[src/rtl/spi_master_ctrl_pkg.sv]
// spi_master_ctrl_pkg
//   Shared definitions for the SPI master slice: controller state encoding,
//   SPI mode constants (only mode 0 is implemented today) and a small
//   elaboration-time helper.
package spi_master_ctrl_pkg;

    typedef enum logic [1:0] {
        ST_IDLE  = 2'd0,
        ST_SETUP = 2'd1,
        ST_XFER  = 2'd2,
        ST_HOLD  = 2'd3
    } spi_state_t;

    // {CPOL, CPHA} encodings kept for future mode support.
    typedef enum logic [1:0] {
        SPI_MODE0 = 2'b00,
        SPI_MODE1 = 2'b01,
        SPI_MODE2 = 2'b10,
        SPI_MODE3 = 2'b11
    } spi_mode_t;

    localparam spi_mode_t SPI_MODE_DEFAULT = SPI_MODE0;

    function automatic int max_int(input int a, input int b);
        return (a > b) ? a : b;
    endfunction

endpackage

[src/rtl/spi_master_ctrl_sclk_generator.sv]
// sclk_generator
//   Free-running SPI clock divider. While sclk_en is high, sclk toggles every
//   H = MASTER_FREQ/(2*SLAVE_FREQ) clk cycles, first rising H cycles after
//   enable. While sclk_en is low, sclk is held low and the divider is cleared.
// Ports
//   clk      in   system clock
//   rst      in   asynchronous active-high reset
//   sclk_en  in   run the divider
//   sclk     out  SPI clock, idles low
module sclk_generator #(
    parameter int MASTER_FREQ = 100_000_000,
    parameter int SLAVE_FREQ  = 1_800_000
) (
    input  logic clk,
    input  logic rst,
    input  logic sclk_en,
    output logic sclk
);

    localparam int HALF = MASTER_FREQ / (2 * SLAVE_FREQ);
    localparam int CW   = (HALF > 1) ? $clog2(HALF) : 1;

    logic [CW-1:0] cnt;

    always_ff @(posedge clk or posedge rst) begin
        if (rst) begin
            cnt  <= '0;
            sclk <= 1'b0;
        end else if (!sclk_en) begin
            cnt  <= '0;
            sclk <= 1'b0;
        end else if (cnt == CW'(HALF - 1)) begin
            cnt  <= '0;
            sclk <= ~sclk;
        end else begin
            cnt <= cnt + 1'b1;
        end
    end

endmodule

[src/rtl/spi_master_ctrl.sv]
// spi_master_ctrl
//   SPI mode-0 transaction sequencer. A start/busy/done handshake turns one
//   DATA_W-bit word into a full-duplex transfer: cs_n setup, DATA_W sclk
//   periods (MOSI shifted MSB first, MISO captured on rising sclk), cs_n hold.
// Ports
//   clk      in   system clock
//   rst      in   asynchronous active-high reset
//   start    in   transfer request, sampled only while idle
//   tx_data  in   word to send, latched on accepted start
//   busy     out  transfer in progress
//   done     out  one-cycle completion pulse
//   rx_data  out  last received word, valid from done
//   sclk     out  SPI clock (idles low)
//   mosi     out  serial data out
//   miso     in   serial data in (asynchronous, synchronised here)
//   cs_n     out  active-low chip select
module spi_master_ctrl
    import spi_master_ctrl_pkg::*;
#(
    parameter int MASTER_FREQ = 100_000_000,
    parameter int SLAVE_FREQ  = 1_800_000,
    parameter int DATA_W      = 8,
    parameter int CS_SETUP    = 4,
    parameter int CS_HOLD     = 4
) (
    input  logic              clk,
    input  logic              rst,
    input  logic              start,
    input  logic [DATA_W-1:0] tx_data,
    output logic              busy,
    output logic              done,
    output logic [DATA_W-1:0] rx_data,
    output logic              sclk,
    output logic              mosi,
    input  logic              miso,
    output logic              cs_n
);

    localparam int CS_MAX = max_int(CS_SETUP, CS_HOLD);
    localparam int CNT_W  = $clog2(CS_MAX + 1);
    localparam int BIT_W  = $clog2(DATA_W + 1);

    spi_state_t state, state_nx;

    logic [CNT_W-1:0]  cs_cnt;
    logic [BIT_W-1:0]  bit_cnt;
    logic [DATA_W-1:0] tx_sh;
    logic [DATA_W-1:0] rx_sh;
    logic              sclk_en;
    logic              sclk_d;
    logic              miso_meta;
    logic              miso_sync;
    logic              rise;
    logic              fall;
    logic              accept;
    logic              setup_last;
    logic              xfer_last;
    logic              hold_last;

    sclk_generator #(
        .MASTER_FREQ (MASTER_FREQ),
        .SLAVE_FREQ  (SLAVE_FREQ)
    ) u_sclk_gen (
        .clk     (clk),
        .rst     (rst),
        .sclk_en (sclk_en),
        .sclk    (sclk)
    );

    always_ff @(posedge clk or posedge rst) begin
        if (rst) state <= ST_IDLE;
        else     state <= state_nx;
    end

    always_comb begin
        state_nx   = state;
        accept     = 1'b0;
        setup_last = 1'b0;
        xfer_last  = 1'b0;
        hold_last  = 1'b0;
        rise       = sclk & ~sclk_d;
        fall       = ~sclk & sclk_d;
        unique case (state)
            ST_IDLE: begin
                if (start) begin
                    accept   = 1'b1;
                    state_nx = ST_SETUP;
                end
            end
            ST_SETUP: begin
                if (cs_cnt == CNT_W'(CS_SETUP - 1)) begin
                    setup_last = 1'b1;
                    state_nx   = ST_XFER;
                end
            end
            ST_XFER: begin
                // The fall after the last rise ends the bit phase; sclk is
                // already low here, so dropping sclk_en leaves it parked low.
                if (fall && bit_cnt == BIT_W'(DATA_W)) begin
                    xfer_last = 1'b1;
                    state_nx  = ST_HOLD;
                end
            end
            ST_HOLD: begin
                if (cs_cnt == CNT_W'(CS_HOLD - 1)) begin
                    hold_last = 1'b1;
                    state_nx  = ST_IDLE;
                end
            end
            default: state_nx = ST_IDLE;
        endcase
    end

    always_ff @(posedge clk or posedge rst) begin
        if (rst) begin
            cs_cnt    <= '0;
            bit_cnt   <= '0;
            tx_sh     <= '0;
            rx_sh     <= '0;
            rx_data   <= '0;
            sclk_en   <= 1'b0;
            sclk_d    <= 1'b0;
            miso_meta <= 1'b0;
            miso_sync <= 1'b0;
            cs_n      <= 1'b1;
            busy      <= 1'b0;
            done      <= 1'b0;
            mosi      <= 1'b0;
        end else begin
            done      <= 1'b0;
            sclk_d    <= sclk;
            miso_meta <= miso;
            miso_sync <= miso_meta;

            if (accept) begin
                tx_sh   <= tx_data;
                rx_sh   <= '0;
                bit_cnt <= '0;
                cs_cnt  <= '0;
                cs_n    <= 1'b0;
                busy    <= 1'b1;
                mosi    <= tx_data[DATA_W-1];
            end

            if (state == ST_SETUP) begin
                cs_cnt <= setup_last ? '0 : cs_cnt + 1'b1;
            end
            if (setup_last) sclk_en <= 1'b1;

            if (state == ST_XFER) begin
                if (rise) begin
                    rx_sh   <= {rx_sh[DATA_W-2:0], miso_sync};
                    bit_cnt <= bit_cnt + 1'b1;
                end
                if (fall && !xfer_last) begin
                    tx_sh <= {tx_sh[DATA_W-2:0], 1'b0};
                    mosi  <= tx_sh[DATA_W-2];
                end
                if (xfer_last) sclk_en <= 1'b0;
            end

            if (state == ST_HOLD) cs_cnt <= cs_cnt + 1'b1;

            if (hold_last) begin
                cs_cnt  <= '0;
                cs_n    <= 1'b1;
                rx_data <= rx_sh;
                done    <= 1'b1;
                busy    <= 1'b0;
                mosi    <= 1'b0;
            end
        end
    end

endmodule

[config.mk]
export PLATFORM = sky130hd
export DESIGN_NAME = spi_master_ctrl
export DESIGN_NICKNAME = d
export VERILOG_FILES = /design/src/rtl/spi_master_ctrl_pkg.sv /design/src/rtl/spi_master_ctrl_sclk_generator.sv /design/src/rtl/spi_master_ctrl.sv
export SDC_FILE = /design/constraint.sdc
export NUM_CORES = 1
export LEC_CHECK = 0
export CAP_MARGIN = 20
export CORE_MARGIN = 5
export CORE_UTILIZATION = 50
export DETAILED_ROUTE_END_ITERATION = 7
export PLACE_DENSITY = 0.83
export SETUP_SLACK_MARGIN = 0.02
export SLEW_MARGIN = 20
export SYNTH_ARGS = -nofsm -noshare
export SYNTH_HDL_FRONTEND = slang
export SYNTH_SLANG_ARGS = --single-unit
[constraint.sdc]
create_clock -name clk -period 5.23 [get_ports clk]
set_clock_uncertainty 0.2 [all_clocks]
set_input_delay 1.046 -clock clk [delete_from_list [all_inputs] [get_ports clk]]
set_output_delay 1.046 -clock clk [all_outputs]
set_load 0.03 [all_outputs]
* Word level (Yosys, flattened, before mapping)
Cells that the tools add are included.
** Storage, ports and cells
- Register bits :: 47
- Bits of input ports :: 12
- Word-level logic and storage cells :: 83
** Cells by class
- Add/subtract/negate cells :: 3
- Eq/ne operators :: 11
- Mux-type cells :: 42
- Bitwise operators :: 4
- Reductions and logical operators :: 7
** Operator list (number)
- 8-bit two-way mux :: 6
- 1-bit two-way mux :: 21
- 3-bit two-way mux :: 5
- 4-bit two-way mux :: 3
- 5-bit two-way mux :: 2
- 2-bit two-way mux :: 4
- 2-bit inequality test, second input constant :: 4
- 2-bit one-hot mux with 4 select lines :: 1
- 5-bit by 1-bit adder with 5-bit output, second input constant :: 1
- 5-bit == test, second input constant :: 1
- 4-bit by 1-bit adder with 4-bit output, second input constant :: 1
- 2-bit == test, second input constant :: 2
- 4-bit == test, second input constant :: 1
- 4-bit AND reduction :: 1
- 4-bit nonzero test :: 1
- 3-bit by 1-bit adder with 3-bit output, second input constant :: 1
- 3-bit by 2-bit == test with 1-bit output, second input constant :: 1
- 1-bit AND :: 2
- 2-bit by 1-bit == test with 1-bit output, second input constant :: 1
- 1-bit logical AND :: 2
- 2-bit zero test :: 1
- 2-bit by 1-bit inequality test with 1-bit output, second input constant :: 1
- 1-bit inverter :: 2
- 2-bit nonzero test :: 1
- 1-bit zero test :: 1

* Depth between registers and ports, before layout
- Depth after elaboration :: 10
- Gate-level depth with buffers :: 8
- Depth with buffers taken out :: 6

* Cells and area by module
From an unflattened synthesis, not the netlist that was laid out.
** Second synthesis, totals
- Cell total of the unflattened synthesis :: 185
- Area total of the unflattened synthesis :: 2149.6 sq um
** Modules (own cells, without submodules)
- spi_master_ctrl :: times used 1, cells an instance 158, area each 1801.7 sq um, sequential area each 1002.2 sq um
- sclk_generator :: times used 1, cells an instance 27, area each 347.8 sq um, sequential area each 150.1 sq um

* Least setup slack after synthesis
Ideal clock, no wire load.
- Path type :: input port to flip-flop
- From :: in start
- To :: reg state[1]
- Setup time :: 128 ps
- Arrival time :: 1662 ps
- Required time :: 4902 ps
- Path slack :: 3241 ps
- Cell stages on the path :: 3
- Buffers on the path :: 0
- Cell sequence :: inv_1 -> a221oi_2 -> mux2_1
** Between the ends
- Cells in the longest elaborated chain, start to end :: 2
** RTL lines
- from (decl) :: line spi_master_ctrl.sv:28 : input logic start,
- 2-bit inequality test (no source line)
- 4-bit AND reduction (no source line)
- to (signal assigned) :: line spi_master_ctrl.sv:72 : else state <= state_nx;
- to (decl) :: line spi_master_ctrl.sv:43 : spi_state_t state, state_nx;
Every way passes these cells.
A chain may end at the register's enable or synchronous reset.

* Final worst setup path
- From :: in start
- To :: reg mosi
** Between the ends
- Cells in the longest elaborated chain, start to end :: 6
** RTL lines
- 1-bit two-way mux (*) :: line spi_master_ctrl.sv:85 : if (start) begin
- 1-bit two-way mux (*) :: line spi_master_ctrl.sv:83 : unique case (state)
- 1-bit two-way mux (*) :: line spi_master_ctrl.sv:135 : if (accept) begin
- 1-bit two-way mux :: line spi_master_ctrl.sv:155 : if (fall && !xfer_last) begin
- 1-bit two-way mux (*) :: line spi_master_ctrl.sv:150 : if (state == ST_XFER) begin
- 1-bit two-way mux (*) :: line spi_master_ctrl.sv:164 : if (hold_last) begin
- to (signal assigned) :: line spi_master_ctrl.sv:142 : mosi <= tx_data[DATA_W-1];
- to (signal assigned) :: line spi_master_ctrl.sv:157 : mosi <= tx_sh[DATA_W-2];
- to (decl) :: line spi_master_ctrl.sv:34 : output logic mosi,
Every way passes the cells marked *; elsewhere a longest branch is shown, timed or not.

==> run_results.csv <==
group,metric,value,unit
run_status,status,"finished clean",
synthesis,syn_avg_cell_area,11.48,sq um
sta,fin_crit,2.782,ns
sta,grt_setup_unrepaired,"no",
critical_path,crit_arrival,2.77,ns
cells_and_area,final_common_cell,"dfrtp_1",
sta,finalCritPeriodShare,53.19,%
cells_and_area,antenna_cells,0,
cts,tritoncts,"built",
placement,port_buffers,24,
power,p_leak,1.179,nW
critical_path,critPathMaxStageDelay,0.63,ns
floorplanning,row_count,23,
cts,cts_made_buffers,5,
route,drt_wl_total,3618,um
cells_and_area,layout_common_cells,"dfrtp_1, nand2_1, clkdlybuf4s50_1",
route,drt-pass1-iter-count,5,
synthesis,synthArstFlopShare,100.0,%
global_route,busiest_layer,"met2",
cts,root_buffer,"clkbuf_8",
hold_path,hold_path.class,"flop to flop",
synthesis,yosysUniqueCellTypes,33,
cts,cts.path.max_buffers,2,
synthesis,ys.flop_type,"dfrtp_1",
power,irDropWorstVdd,0.0002447,V
critical_path,r2r_slack,2.91,ns
route,drtAntennaViolNets,0,
cts,cts-resized-gates,0,
route,drtIter0Drc,48,
sta,slew_headroom,46.49,%
sta,setup_viol,0,
global_route,grtUsageMet3,4.730,%
cells_and_area,area_growth,17.08,%
route,viasPerCell,5.350,
sta,hold_viol_final,0,
floorplanning,start_util,51.64,%
cells_and_area,fill_cells,339,
cts,path_clk_slew,0.08,ns
sta,max_freq,359.5,MHz
sta,tns,0,ns
placement,place_hpwl,2441,um
route,num_vias,1375,
placement,dp_cells,249,
global_route,grt_pass1_wl,6044,um
critical_path,cp.required,5.21,ns
global_route,grt_antenna_before_repair,0,
synthesis,synth_area,2066,sq um
power,powerDensity,455.5,nW/um^2
floorplanning,io_pins,25,
cts,postCtsSetupRepairBufs,0,
job,max_cap_viol_count,0,
floorplanning,die_h,74.28,um
critical_path,slowest_stage,"nand2_1",
critical_path,crit_type,"input pin to flop",
cells_and_area,drive_gt1_share,16.43,%
cells_and_area,fin_nets,228,
global_route,grtUsageMet1,18.52,%
sta,drv_slew,0,
floorplanning,dieWidth,74.28,um
critical_path,crit_chain,"clkdlybuf4s50_1 > nand2_1 > mux2_2 > mux2i_1 > nor2_1",
critical_path,end_kind,"flop",
synthesis,syn-num-nets,202,
cells_and_area,multi_input_area,830.8,sq um
placement,routabilityCongestion,0.7701,
cells_and_area,final_cells,257,
cells_and_area,ff_latch_area,1152,sq um
synthesis,synth_seq_cells,46,
cts,cts_hold_buf,0,
synthesis,ys_seq_area_share,55.78,%
cts,cts.sinks,46,
synthesis,yosysWarnings,0,
sta,worst_pin_slew,0.8007,ns
floorplanning,fp.dieArea,5517,sq um
critical_path,start_kind,"input pin",
cts,insertion_delay,0.30,ns
global_route,grt.met2_usage,22.93,%
cts,htree_levels,2,
route,drcViolationCount,0,
placement,placedInstanceArea,2327,sq um
cells_and_area,finish.instance_area,2419,sq um
route,wl_per_cell,14.08,um
cells_and_area,fin_util,60.46,%
synthesis,synth-edff-count,0,
floorplanning,core_region_area,4000,sq um
synthesis,postSynthCellCount,180,
global_route,grt_use_total,14.51,%
global_route,gr-total-overflow,0,
critical_path,crit_fanout,21,
global_route,grt_max_degree,47,
global_route,first_global_vias,1342,
-- routing by layer --
layer	vias to the layer above	share of wire (%)
met1	682	47
met5	-	0
met2	33	45
met4	0	1.7
met3	4	6.0
li1	656	-
-- cells by family (layout without fill, tap and decap cells) --
| kind of cell | count (synthesis) | in the layout | share of synthesized area, % |
|---|---|---|---|
| AOI/OAI and AO/OA | 20 | 20 | 7.329 |
| xor gates and xnor gates | 5 | 5 | 2.120 |
| adders and majority gates | 10 | 10 | 6.057 |
| buffers and inverters | 15 | 42 | 3.998 |
| DFF | 46 | 46 | 55.78 |
| muxes | 17 | 17 | 8.843 |
| and+or+nand+nor | 67 | 67 | 15.87 |
-- where the power goes --
part	switching (mW)	internal, mW
registers	0.0592	0.445
clock network	0.116	0.107
logic	0.206	0.169
total	0.381	0.721
-- Yosys cell counts (2+ instances only) --
cell type | instances | area share [%]
dfrtp_1 | 45 | 55
nand2_1 | 27 | 4.9
nand3_1 | 16 | 3.9
ha_1 | 10 | 6.1
inv_1 | 9 | 1.6
mux2_2 | 9 | 4.9
nor2_1 | 9 | 1.6
mux2i_1 | 7 | 3.4
nand2_2 | 6 | 1.8
o21ai_2 | 6 | 2.5
o21ai_0 | 4 | 0.97
a21oi_1 | 3 | 0.73
and3b_1 | 3 | 1.3
xnor2_1 | 3 | 1.3
buf_2 | 2 | 0.48
clkbuf_1 | 2 | 0.36
o31ai_1 | 2 | 0.73
xor2_1 | 2 | 0.85
-- critical path, delay by kind of cell --
family,cells,cell delay [ns]
and+or+nand+nor,2,0.69
muxes,2,0.54
buffers and inverters,1,0.49
-- sequential cells by signal, summed over array words and instances, names as in the netlist, 2 cells and up --
name and count:
rx_data 8, rx_sh 8, tx_sh 7, u_sclk_gen.cnt 5, bit_cnt 4, cs_cnt 3, state 2
-- final cells by class --
cell class	count	area share [%]
well taps	50	2.587
repair buffers	25	10.24
clock buffers	7	3.570
clock inverters	1	0.2069
flip-flops and latches	46	47.65
inverters	9	1.397
multi-input cells	119	34.35
-- path summary, 6_finish.rpt --
path | cells past startpoint | from | endpoint
worst min-delay path | 0 | miso_meta | miso_sync
min in group asynchronous | 3 | rst | tx_sh[5]
worst max-delay path | 5 | start | mosi
worst max register to register | 6 | state[0] | mosi
max in group asynchronous | 3 | rst | sclk_d
worst min register to register | 0 | miso_meta | miso_sync
-- metrics by stage --
stage,total power [mW],setup WS [ns],hold slack (ns)
after detailed placement,0.8904,2.153,0.1444
after CTS,1.115,2.447,0.1611
after floorplan,0.7743,2.898,0.1312
after global routing,1.175,2.346,0.1715
after global placement,0.8728,2.186,0.1322
final,1.102,2.448,0.1575
No activity file was read; power rests on OpenSTA's default activity.
